### src/rtl/pipe_stage_reg_pkg.sv
// Shared pipeline definitions: ctrl-field bit positions, stage occupancy states
// and the default field widths used by the stage registers.
package pipe_stage_reg_pkg;

  localparam int CTRL_W_DEF = 8;
  localparam int DATA_W_DEF = 128;
  localparam int CNT_W_DEF  = 16;

  // Bit positions inside the ctrl field
  localparam int CTRL_WB_EN    = 0;
  localparam int CTRL_MEM_R_EN = 1;
  localparam int CTRL_MEM_W_EN = 2;
  localparam int CTRL_B        = 3;
  localparam int CTRL_S        = 4;

  typedef enum logic [1:0] {
    EMPTY = 2'd0,
    ONE   = 2'd1,
    TWO   = 2'd2
  } stage_state_t;

endpackage

### src/rtl/pipe_entry_reg.sv
// One ctrl+data entry register with load enable; synchronous clear wins over load.
module pipe_entry_reg
  import pipe_stage_reg_pkg::*;
#(
  parameter int CTRL_W = CTRL_W_DEF,
  parameter int DATA_W = DATA_W_DEF
) (
  input  logic              clk,
  input  logic              rst,
  input  logic              clr,
  input  logic              load,
  input  logic [CTRL_W-1:0] d_ctrl,
  input  logic [DATA_W-1:0] d_data,
  output logic [CTRL_W-1:0] q_ctrl,
  output logic [DATA_W-1:0] q_data
);

  always_ff @(posedge clk or posedge rst) begin
    if (rst) begin
      q_ctrl <= '0;
      q_data <= '0;
    end else if (clr) begin
      q_ctrl <= '0;
      q_data <= '0;
    end else if (load) begin
      q_ctrl <= d_ctrl;
      q_data <= d_data;
    end
  end

endmodule

### src/rtl/pipe_stage_reg.sv
// Pipeline stage register with valid/ready handshake, optional 2-entry skid
// buffer, flush-to-bubble and a saturating bubble-cycle counter.
module pipe_stage_reg
  import pipe_stage_reg_pkg::*;
#(
  parameter int CTRL_W = CTRL_W_DEF,
  parameter int DATA_W = DATA_W_DEF,
  parameter int SKID   = 1,
  parameter int CNT_W  = CNT_W_DEF
) (
  input  logic              clk,
  input  logic              rst,
  input  logic              flush,
  input  logic              in_valid,
  output logic              in_ready,
  input  logic [CTRL_W-1:0] in_ctrl,
  input  logic [DATA_W-1:0] in_data,
  output logic              out_valid,
  input  logic              out_ready,
  output logic [CTRL_W-1:0] out_ctrl,
  output logic [DATA_W-1:0] out_data,
  output logic [CNT_W-1:0]  bubble_cnt,
  input  logic              cnt_clr
);

  stage_state_t      state_reg, state_next;
  logic              out_valid_reg;
  logic [CNT_W-1:0]  cnt_reg;
  logic              in_xfer, out_xfer;
  logic              head_load, head_clr, head_from_skid;
  logic              skid_load, skid_clr;
  logic [CTRL_W-1:0] head_ctrl, skid_ctrl, head_d_ctrl;
  logic [DATA_W-1:0] head_data, skid_data, head_d_data;

  assign in_xfer  = in_valid & in_ready;
  assign out_xfer = out_valid_reg & out_ready;

  // The head is cleared whenever the stage empties, so its ctrl is already
  // zero in a bubble and can drive out_ctrl straight from the flops.
  always_comb begin
    state_next     = state_reg;
    head_load      = 1'b0;
    head_clr       = 1'b0;
    head_from_skid = 1'b0;
    skid_load      = 1'b0;
    skid_clr       = 1'b0;
    if (flush) begin
      state_next = EMPTY;
      head_clr   = 1'b1;
      skid_clr   = 1'b1;
    end else begin
      case (state_reg)
        EMPTY: begin
          if (in_xfer) begin
            state_next = ONE;
            head_load  = 1'b1;
          end
        end
        ONE: begin
          if (in_xfer && out_xfer) begin
            head_load = 1'b1;
          end else if (in_xfer) begin
            if (SKID != 0) begin
              state_next = TWO;
              skid_load  = 1'b1;
            end
          end else if (out_xfer) begin
            state_next = EMPTY;
            head_clr   = 1'b1;
          end
        end
        TWO: begin
          if (out_xfer) begin
            state_next     = ONE;
            head_load      = 1'b1;
            head_from_skid = 1'b1;
            skid_clr       = 1'b1;
          end
        end
        default: begin
          state_next = EMPTY;
          head_clr   = 1'b1;
          skid_clr   = 1'b1;
        end
      endcase
    end
  end

  always_ff @(posedge clk or posedge rst) begin
    if (rst) begin
      state_reg     <= EMPTY;
      out_valid_reg <= 1'b0;
    end else begin
      state_reg     <= state_next;
      out_valid_reg <= (state_next != EMPTY);
    end
  end

  assign head_d_ctrl = head_from_skid ? skid_ctrl : in_ctrl;
  assign head_d_data = head_from_skid ? skid_data : in_data;

  pipe_entry_reg #(.CTRL_W(CTRL_W), .DATA_W(DATA_W)) u_head (
    .clk    (clk),
    .rst    (rst),
    .clr    (head_clr),
    .load   (head_load),
    .d_ctrl (head_d_ctrl),
    .d_data (head_d_data),
    .q_ctrl (head_ctrl),
    .q_data (head_data)
  );

  generate
    if (SKID != 0) begin : g_skid
      logic in_ready_reg;

      pipe_entry_reg #(.CTRL_W(CTRL_W), .DATA_W(DATA_W)) u_skid (
        .clk    (clk),
        .rst    (rst),
        .clr    (skid_clr),
        .load   (skid_load),
        .d_ctrl (in_ctrl),
        .d_data (in_data),
        .q_ctrl (skid_ctrl),
        .q_data (skid_data)
      );

      // Registered ready: no combinational path from out_ready upstream.
      always_ff @(posedge clk or posedge rst) begin
        if (rst) in_ready_reg <= 1'b1;
        else     in_ready_reg <= (state_next != TWO);
      end
      assign in_ready = in_ready_reg;
    end else begin : g_single
      logic unused_skid;
      assign unused_skid = ^{skid_load, skid_clr};
      assign skid_ctrl   = '0;
      assign skid_data   = '0;
      assign in_ready    = ~out_valid_reg | out_ready;
    end
  endgenerate

  always_ff @(posedge clk or posedge rst) begin
    if (rst)                                  cnt_reg <= '0;
    else if (cnt_clr)                         cnt_reg <= '0;
    else if (!out_valid_reg && cnt_reg != '1) cnt_reg <= cnt_reg + {{(CNT_W-1){1'b0}}, 1'b1};
  end

  assign out_valid  = out_valid_reg;
  assign out_ctrl   = head_ctrl;
  assign out_data   = head_data;
  assign bubble_cnt = cnt_reg;

endmodule

### config.mk
export PLATFORM = sky130hd
export DESIGN_NAME = pipe_stage_reg
export DESIGN_NICKNAME = d
export VERILOG_FILES = /design/src/rtl/pipe_stage_reg_pkg.sv /design/src/rtl/pipe_entry_reg.sv /design/src/rtl/pipe_stage_reg.sv
export SDC_FILE = /design/constraint.sdc
export NUM_CORES = 1
export LEC_CHECK = 0
export ABC_AREA = 1
export BUFFER_PORTS_ARGS = -buffer_cell sky130_fd_sc_hd__buf_2
export CAP_MARGIN = 30
export CORE_ASPECT_RATIO = 1.2
export CORE_MARGIN = 4
export CORE_UTILIZATION = 30
export DETAILED_ROUTE_END_ITERATION = 7
export HOLD_SLACK_MARGIN = 0.08
export PLACE_DENSITY = 0.47
export SLEW_MARGIN = 10
export SYNTH_ARGS = -nofsm -noshare
export SYNTH_HDL_FRONTEND = slang
export SYNTH_SLANG_ARGS = --single-unit
### constraint.sdc
create_clock -name clk -period 9.3 [get_ports clk]
set_clock_uncertainty 0.15 [all_clocks]
set_input_delay 1.86 -clock clk [delete_from_list [all_inputs] [get_ports clk]]
set_output_delay 1.86 -clock clk [all_outputs]
set_load 0.01 [all_outputs]
==> impl_metrics.py, run 1 <==
metrics = {
    "sta": {
        "setup_viol": 0,
        "period_needed_ps": 4339,
        "tightestPinTransition_ps": 1017,
        "hold_viol_final": 0,
        "period_share_pct": 46.65,
        "slew_violations": 0,
        "rsz0062_at_grt": "no",
        "slew_headroom_pct": 32.21,
        "setup_tns_ps": 0,
        "max_freq_ghz": 0.2305,
    },
    "clock_tree": {
        "root_buffer": "clkbuf_16",
        "cts_resized": 0,
        "path_clk_slew_ps": 60,
        "cts_made_buffers": 35,
        "cts_sinks": 292,
        "insertion_delay_ps": 510,
        "cts_tree": "yes",
        "cts_setup_buffers": 0,
        "htree_levels": 2,
        "clockBufferDepth": 3,
        "cts_hold_buffers": 0,
    },
    "critical_path": {
        "crit_top_cell": "buf_4",
        "crit_end": "g_skid.u_skid.q_data[59]",
        "ff2ff_path_depth": 9,
        "critical_path_class": "input pin to flop",
        "worstSetupStartpointType": "input pin",
        "cp_num_buf_inv": 5,
        "path_depth": 10,
        "crit_required_ps": 9500,
        "r2r_setup_slack_ps": 5830,
        "slowest_delay_ps": 760,
        "critPathMaxFanout": 71,
        "slowest_stage": "buf_4",
        "critPathLaunch": "out_ready",
        "critical_path.top_delay_family": "buffers and inverters",
        "cp_cell_sequence": "buf_2 -> nand2_2 -> nand2_1 -> nor2_4 -> buf_4 -> inv_2 -> nand3b_1 -> buf_4 -> buf_4 -> o22ai_1",
        "worst_setup_path_end_kind": "flop",
        "cp.arrival_ps": 4540,
        "worstReg2RegEnd": "g_skid.u_skid.q_data[59]",
        "r2r_start": "out_valid",
    },
    "route": {
        "vias_per_cell": 4.592,
        "finalWirelength_um": 38850,
        "antenna_left": 0,
        "drc_errors": 0,
        "via_count": 10940,
        "detail_route.wl_per_cell_um": 16.31,
        "drt_pass1_iterations": 5,
        "drt-initial-drc-count": 532,
    },
    "global_route": {
        "grt_overflow_total": 0,
        "grt_pass1_wl_um": 61320,
        "antenna_found_initial": 10,
        "track_usage_pct": 16.18,
        "grt_pass1_vias": 10750,
        "grt_max_degree": 157,
    },
    "synthesis": {
        "syn_area_mm2": 0.01307,
        "yosysSeqAreaShare_pct": 55.91,
        "synth_nets": 1695,
        "synth_cell_types": 26,
        "synthCells": 1552,
        "synth_area_per_cell_um2": 8.423,
        "ys_warn_count": 0,
        "synth-seq-cells": 292,
    },
    "placed_design": {
        "port_buffers": 295,
        "place.gp.congestion": 0.8018,
        "dp_hpwl_um": 24400,
    },
    "die": {
        "die_w_um": 198.6,
        "fp.dieH_um": 236.7,
        "io_pins": 296,
        "fp-row-count": 83,
        "core_area_mm2": 0.04289,
        "initial_core_util_pct": 30.48,
        "die_area_mm2": 0.04699,
    },
    "pwr": {
        "vdd.ir_drop.worst_mv": 0.09028,
        "total_power_uw": 3208,
        "power.density_mw_per_mm2": 199.5,
        "leakage_uw": 0.008797,
    },
    "run": {
        "maxCapViolCount": 0,
    },
    "layout": {
        "area_delta_synth_final_pct": 23.02,
        "layout.nets": 1946,
        "drive_above_1_share_pct": 20.63,
    },
    "worst_hold_path": {
        "hold_class": "flop to flop",
    },
    "status": {
        "status": "completed",
    },
}
==> worst min-delay path by stage <==
stage	from	end	slack, ps	cells after the start
after detailed placement	u_head.q_data[94]	u_head.q_data[94]	310	2
final	u_head.q_data[88]	u_head.q_data[88]	310	2
after floorplan	g_skid.u_skid.q_data[0]	u_head.q_data[0]	340	2
after global placement	u_head.q_data[86]	u_head.q_data[86]	300	2
after CTS	u_head.q_data[94]	u_head.q_data[94]	320	2
after global routing	u_head.q_data[86]	u_head.q_data[86]	340	2
==> stage by stage <==
step / hold WS, ps / area, um^2 / setup slack [ps] / std cells / util [%]
3_3_place_gp: 300.5 / 14840 / 4376 / 2315 / 34.60
4_1_cts: 320.6 / 16040 / 4864 / 2377 / 37.40
5_1_grt: 335.9 / 16080 / 4683 / 2380 / 37.48
2_1_floorplan: 341.0 / 13080 / 3416 / 1552 / -
3_5_place_dp: 306.0 / 14870 / 4306 / 2316 / 34.66
6_report: 314.7 / 16080 / 4961 / 2382 / 37.50
==> Yosys cell counts <==
master    count  area [um^2]
nand2_1     531         1993
buf_6        10        112.6
nand3_1      63        315.3
inv_1       231        867.1
o22ai_1      83        519.3
buf_2        37        185.2
o21ai_0     111        555.5
o21bai_1      4        30.03
clkbuf_1     30        112.6
nand2_2       1        6.260
dfstp_2       1        26.28
nand3b_1      1        7.510
a21oi_1       1        5.000
nor2_4        3        33.78
dfrtp_1     291         7282
nor2_1       24        90.09
buf_4        13        97.59
ha_1          1        12.51
or2_2         1        6.260
inv_2         2        7.510
o211ai_1     83        623.1
nor2_2        2        12.51
o21ai_1       1        5.000
buf_1         7        26.28
nand4_1      14        87.58
xor2_1        6        52.55
==> power breakdown <==
| part | total, uW | switching [uW] | leakage, uW | internal, uW |
|---|---|---|---|---|
| Sequential | 1420 | 56.6 | 0.00397 | 1360 |
| Combinational | 389 | 256 | 0.00425 | 133 |
| Clock | 1400 | 542 | 0.000578 | 860 |
==> placed cells by master, fill, tap and decap left out, drive strengths merged <==
master    instances
clkbuf           56
or2               1
nor2             29
xor2              6
bufinv            2
dfrtp           291
nand3            63
inv             232
o21ai           112
buf             311
clkinv            3
nand2           532
clkinvlp          1
nand3b            1
o21bai            4
a21oi             1
o22ai            83
dfstp             1
nand4            14
ha                1
diode             3
o211ai           83
==> worst reg2reg max path, cell delays in order, from the launching register on <==
cell and delay [ps]:
dfrtp_1 530, nand2_2 170, nand2_1 120, nor2_4 90
buf_4 540, inv_2 80, nand3b_1 100, buf_4 550
buf_4 770, o22ai_1 230
==> per-layer routing <==
metal / share of wire (%) / vias up / GRT usage [%]
li1: - / 5444 / -
met1: 45 / 5154 / 22.40
met2: 46 / 264 / 25.11
met3: 6.4 / 62 / 4.269
met4: 2.2 / 14 / 4.519
met5: 0.20 / - / 0
==> cell families (layout without fill, tap and decap cells) <==
logic type      count (synthesis)  count (layout)  synth area share, %
buf+inv                       330             605                10.78
flops                         292             292                55.91
compound gates                283             283                13.29
other cells                     0               3                    0
simple gates                  640             640                19.53
xor+xnor                        6               6               0.4020
fa+ha+maj                       1               1              0.09570
==> cell type report <==
cell class	count	area, um^2
inverters	233	878.3
multi-input cells	930	4375
flip-flops and latches	292	7308
fillers	4489	26810
clock inverters	5	75.07
well taps	552	690.7
repair buffers	311	1649
clock buffers	56	1097
diodes	3	7.507
(Power assumes the default switching activity.)
==> run 2, diff against run 1 <==
--- a/config.mk
+++ b/config.mk
@@ -13,7 +13,7 @@
 export CORE_UTILIZATION = 30
 export DETAILED_ROUTE_END_ITERATION = 7
 export HOLD_SLACK_MARGIN = 0.08
-export PLACE_DENSITY = 0.47
+export PLACE_DENSITY = 0.45
 export SLEW_MARGIN = 10
 export SYNTH_ARGS = -nofsm -noshare
 export SYNTH_HDL_FRONTEND = slang
==> constraint.sdc (replaced) <==
create_clock -name clk -period 4.55 [get_ports clk]
set_clock_uncertainty 0.15 [all_clocks]
set_input_delay 0.91 -clock clk [delete_from_list [all_inputs] [get_ports clk]]
set_output_delay 0.91 -clock clk [all_outputs]
set_load 0.01 [all_outputs]
==> impl_metrics.py, run 2 (synthesis results as in run 1) <==
metrics = {
    "sta": {
        "hold_viol_final": 0,
        "period_needed_ps": 2350,
        "rsz0062_at_grt": "no",
        "setup_tns_ps": 0,
        "slew_violations": 0,
        "period_share_pct": 51.66,
        "tightestPinTransition_ps": 733.2,
        "max_freq_ghz": 0.4255,
        "setup_viol": 0,
        "slew_headroom_pct": 51.12,
    },
    "critical_path": {
        "critPathMaxFanout": 116,
        "worstReg2RegEnd": "u_head.q_ctrl[4]",
        "r2r_setup_slack_ps": 2200,
        "worstSetupStartpointType": "flop",
        "cp.arrival_ps": 2650,
        "ff2ff_path_depth": 7,
        "crit_required_ps": 4850,
        "critical_path_class": "flop to flop",
        "r2r_start": "out_valid",
        "worst_setup_path_end_kind": "flop",
    },
    "route": {
        "vias_per_cell": 4.616,
        "antenna_left": 0,
        "detail_route.wl_per_cell_um": 16.57,
        "drt-initial-drc-count": 478,
        "finalWirelength_um": 39560,
        "drt_pass1_iterations": 6,
        "via_count": 11020,
        "drc_errors": 0,
    },
    "placed_design": {
        "place.gp.congestion": 0.7814,
        "dp_hpwl_um": 24650,
        "dpl.cell_count": 2319,
        "port_buffers": 295,
    },
    "layout": {
        "area_delta_synth_final_pct": 22.82,
        "multi_input_area_mm2": 0.004375,
        "nFillCells": 4500,
        "ff_latch_area_mm2": 0.007308,
        "drive_above_1_share_pct": 20.54,
        "layout.nets": 1948,
        "final_common_cell": "nand2_1",
        "final_cell_mix": "nand2_1 (529), buf_2 (295), dfrtp_1 (291)",
        "final_cells": 2387,
    },
    "pwr": {
        "leakage_uw": 0.008774,
        "vdd.ir_drop.worst_mv": 0.2553,
        "power.density_mw_per_mm2": 397.9,
    },
    "run": {
        "maxCapViolCount": 0,
    },
    "clock_tree": {
        "cts_resized": 0,
        "cts_made_buffers": 35,
        "cts_hold_buffers": 0,
        "cts_sinks": 292,
        "cts_setup_buffers": 0,
        "cts_tree": "yes",
        "insertion_delay_ps": 520,
        "path_clk_slew_ps": 60,
        "root_buffer": "clkbuf_16",
        "clockBufferDepth": 3,
        "htree_levels": 2,
    },
    "global_route": {
        "grt_pass1_wl_um": 62560,
        "antenna_found_initial": 10,
        "track_usage_pct": 16.54,
        "grt_pass1_vias": 10810,
        "grt_max_degree": 137,
        "grt_overflow_total": 0,
    },
    "die": {
        "fp.dieH_um": 236.7,
        "io_pins": 296,
        "die_area_mm2": 0.04699,
        "core_area_mm2": 0.04289,
        "initial_core_util_pct": 30.48,
        "fp-row-count": 83,
        "die_w_um": 198.6,
    },
    "status": {
        "status": "completed",
    },
    "worst_hold_path": {
        "hold_class": "input pin to asynchronous set/reset pin",
    },
}
==> run 2: area by class of cell <==
type,instances,area share [%]
timing repair buffer,313,10.58
sequential,292,45.52
antenna,4,0.06234
tap,552,4.302
inverter,233,5.471
clock inverter,6,0.2026
clock buffer,57,6.608
multi-input combinational,930,27.25
==> run 2: routing by layer <==
| metal | global-route usage, % | share of wire, % | vias up |
|---|---|---|---|
| met3 | 4.198 | 5.8 | 59 |
| met2 | 26.29 | 47 | 236 |
| met1 | 22.43 | 45 | 5269 |
| li1 | - | - | 5447 |
| met4 | 4.685 | 2.5 | 8 |
| met5 | 0 | 0.13 | - |
==> run 2: worst max-delay path by stage <==
| stage | from | end | slack, ps | cells after the start |
|---|---|---|---|---|
| 2_1_floorplan | rst | bubble_cnt[0] | -380 | 1 |
| 3_3_place_gp | in_valid | u_head.q_data[86] | 1710 | 9 |
| 3_5_place_dp | out_ready | u_head.q_data[109] | 1690 | 9 |
| 4_1_cts | bubble_cnt[0] | bubble_cnt[4] | 1960 | 9 |
| 5_1_grt | out_valid | u_head.q_ctrl[5] | 1950 | 7 |
| 6_report | out_valid | u_head.q_ctrl[4] | 2200 | 7 |
==> run 2: report_power, final <==
group          internal (uW)  total, uW  switching (uW)
Clock                   1590       2690            1090
Combinational            279        811             532
Sequential              2780       2890             113
Total                   4650       6390            1740
==> run 2: worst max-delay path: stages, from the launching register on <==
cell and delay (ps):
dfrtp_1 490, nand2_2 130, nor2_2 250, nand2_4 340, buf_12 350, o21ai_0 310
nand2_1 90, nand2_1 90
==> run 2: per-stage QoR <==
step / setup WS, ps / area, um^2 / power (uW) / util (%) / hold WS (ps)
floorplan: -384.3 / 13080 / 3383 / - / 341.0
global placement: 1708 / 14940 / 3764 / 34.84 / 303.6
detailed placement: 1686 / 14940 / 3771 / 34.84 / 307.1
CTS: 1959 / 16040 / 6521 / 37.39 / 297.3
global route: 1946 / 16050 / 6745 / 37.42 / 318.7
finish: 2200 / 16060 / 6388 / 37.43 / 297.2
==> run 3, diff against run 2 <==
==> constraint.sdc (replaced) <==
create_clock -name clk -period 2.3 [get_ports clk]
set_clock_uncertainty 0.15 [all_clocks]
set_input_delay 0.46 -clock clk [delete_from_list [all_inputs] [get_ports clk]]
set_output_delay 0.46 -clock clk [all_outputs]
set_load 0.01 [all_outputs]
==> impl_metrics.py, run 3 (synthesis results as in run 1) <==
metrics = {
    "pwr": {
        "power.density_mw_per_mm2": 745.9,
        "seqPwrFrac_pct": 43.6,
        "swShare_pct": 26.39,
        "leakage_uw": 0.009441,
        "switching_power_uw": 3457,
        "power.internal_uw": 9644,
        "vdd.ir_drop.worst_mv": 0.3892,
        "pwr-share-comb_pct": 14.1,
        "power.share.clock_pct": 42.4,
        "total_power_uw": 13100,
    },
    "clock_tree": {
        "root_buffer": "clkbuf_16",
        "cts_setup_buffers": 0,
        "htree_levels": 2,
        "cts_made_buffers": 35,
        "cts_tree": "yes",
        "clockBufferDepth": 3,
        "insertion_delay_ps": 510,
        "cts_resized": 0,
        "cts_hold_buffers": 115,
        "path_clk_slew_ps": 60,
        "cts_sinks": 292,
    },
    "global_route": {
        "track_usage_pct": 16.84,
        "grt_pass1_wl_um": 64440,
        "antenna_found_initial": 4,
        "grt_pass1_vias": 11650,
        "grt_max_degree": 117,
        "grt_overflow_total": 0,
    },
    "route": {
        "antenna_left": 0,
        "drt-initial-drc-count": 445,
        "detail_route.wl_per_cell_um": 15.95,
        "drt_pass1_iterations": 4,
        "vias_per_cell": 4.563,
        "via_count": 11500,
        "finalWirelength_um": 40190,
        "drc_errors": 0,
    },
    "sta": {
        "tightestPinTransition_ps": 491.5,
        "period_share_pct": 88.60,
        "period_needed_ps": 2038,
        "rsz0062_at_grt": "no",
        "setup_tns_ps": 0,
        "slew_headroom_pct": 67.24,
        "setup_viol": 0,
        "max_freq_ghz": 0.4907,
        "slew_violations": 0,
        "hold_viol_final": 0,
    },
    "critical_path": {
        "r2r_start": "in_ready",
        "critPathMaxFanout": 79,
        "r2r_setup_slack_ps": 260,
        "critPathLaunch": "in_ready",
        "cp_cell_sequence": "nand2_1 -> inv_1 -> nand2_1 -> nor2_4 -> inv_2 -> nand3b_1 -> buf_12 -> o22ai_1",
        "critical_path.top_delay_family": "simple AND/OR/NAND/NOR gates",
        "crit_required_ps": 2520,
        "cp.arrival_ps": 2260,
        "slowest_stage": "dfstp_2",
        "critical_path_class": "flop to flop",
        "crit_top_cell": "nand2_1",
        "slowest_delay_ps": 530,
        "worstSetupStartpointType": "flop",
        "worst_setup_path_end_kind": "flop",
        "cp_num_buf_inv": 3,
    },
    "placed_design": {
        "dp_hpwl_um": 25820,
        "port_buffers": 295,
        "place.gp.congestion": 0.7976,
    },
    "die": {
        "die_area_mm2": 0.04699,
        "die_w_um": 198.6,
        "fp-row-count": 83,
        "fp.dieH_um": 236.7,
        "core_area_mm2": 0.04289,
        "initial_core_util_pct": 30.48,
        "io_pins": 296,
    },
    "layout": {
        "final_common_cell": "nand2_1",
        "layout.nets": 2088,
        "area_delta_synth_final_pct": 34.36,
        "drive_above_1_share_pct": 20.37,
        "final_cell_mix": "nand2_1 (529), buf_2 (295), dfrtp_1 (291)",
        "nFillCells": 4373,
    },
    "run": {
        "maxCapViolCount": 0,
    },
    "status": {
        "status": "completed",
    },
    "worst_hold_path": {
        "hold_class": "input pin to flop",
        "hold_start": "in_data[77]",
    },
}
## run 3: per-stage QoR
step	utilization, %	area (um^2)	hold WS (ps)	cells	setup slack (ps)
floorplan	-	13080	341.0	1552	-2184
global placement	35.62	15280	304.4	2345	225.1
detailed placement	35.62	15280	304.7	2345	201.9
CTS	40.93	17560	80.47	2516	248.9
global route	40.95	17560	92.78	2518	54.02
finish	40.95	17560	106.1	2519	262.1
## run 3: final cells by class
class,instances,area [um^2],share of cell area (%)
flip-flops and latches,292,7308,41.61
multi-input cells,930,4375,24.91
repair buffers,453,3176,18.08
clock buffers,52,1030,5.863
inverters,233,878.3,5.001
well taps,552,690.7,3.932
clock inverters,4,98.84,0.5628
diodes,3,7.507,0.04274
## run 3: per-layer routing
metal  vias to the layer above  track usage [%]  share of wire, %
li1                       5734                -                 -
met1                      5473            22.51                45
met2                       240            28.37                48
met3                        46            3.415               5.1
met4                         2            3.586               1.5
met5                         -                0             0.032
## run 3: worst paths after layout
path	cells past startpoint	end
worst max register to register	8	g_skid.u_skid.q_data[5]
worst min-delay path	3	g_skid.u_skid.q_data[77]
worst min register to register	2	u_head.q_data[106]
worst max-delay path	8	g_skid.u_skid.q_data[5]
min in group asynchronous	3	u_head.q_data[100]
max in group asynchronous	5	u_head.q_data[47]
## run 3: worst register-to-register path, delay by kind of cell (launching register included)
kind	cells	cell delay, ps
flops	1	530
simple gates	4	540
compound gates	1	220
buf+inv	3	460
## run 3: power groups by stage
stage	clock, uW	combinational, uW	sequential (uW)
after floorplan	0	809	5880
final	5550	1840	5710
after detailed placement	0	1740	5800
after global placement	0	1720	5800
after global routing	5940	2070	5750
after CTS	5750	1900	5710
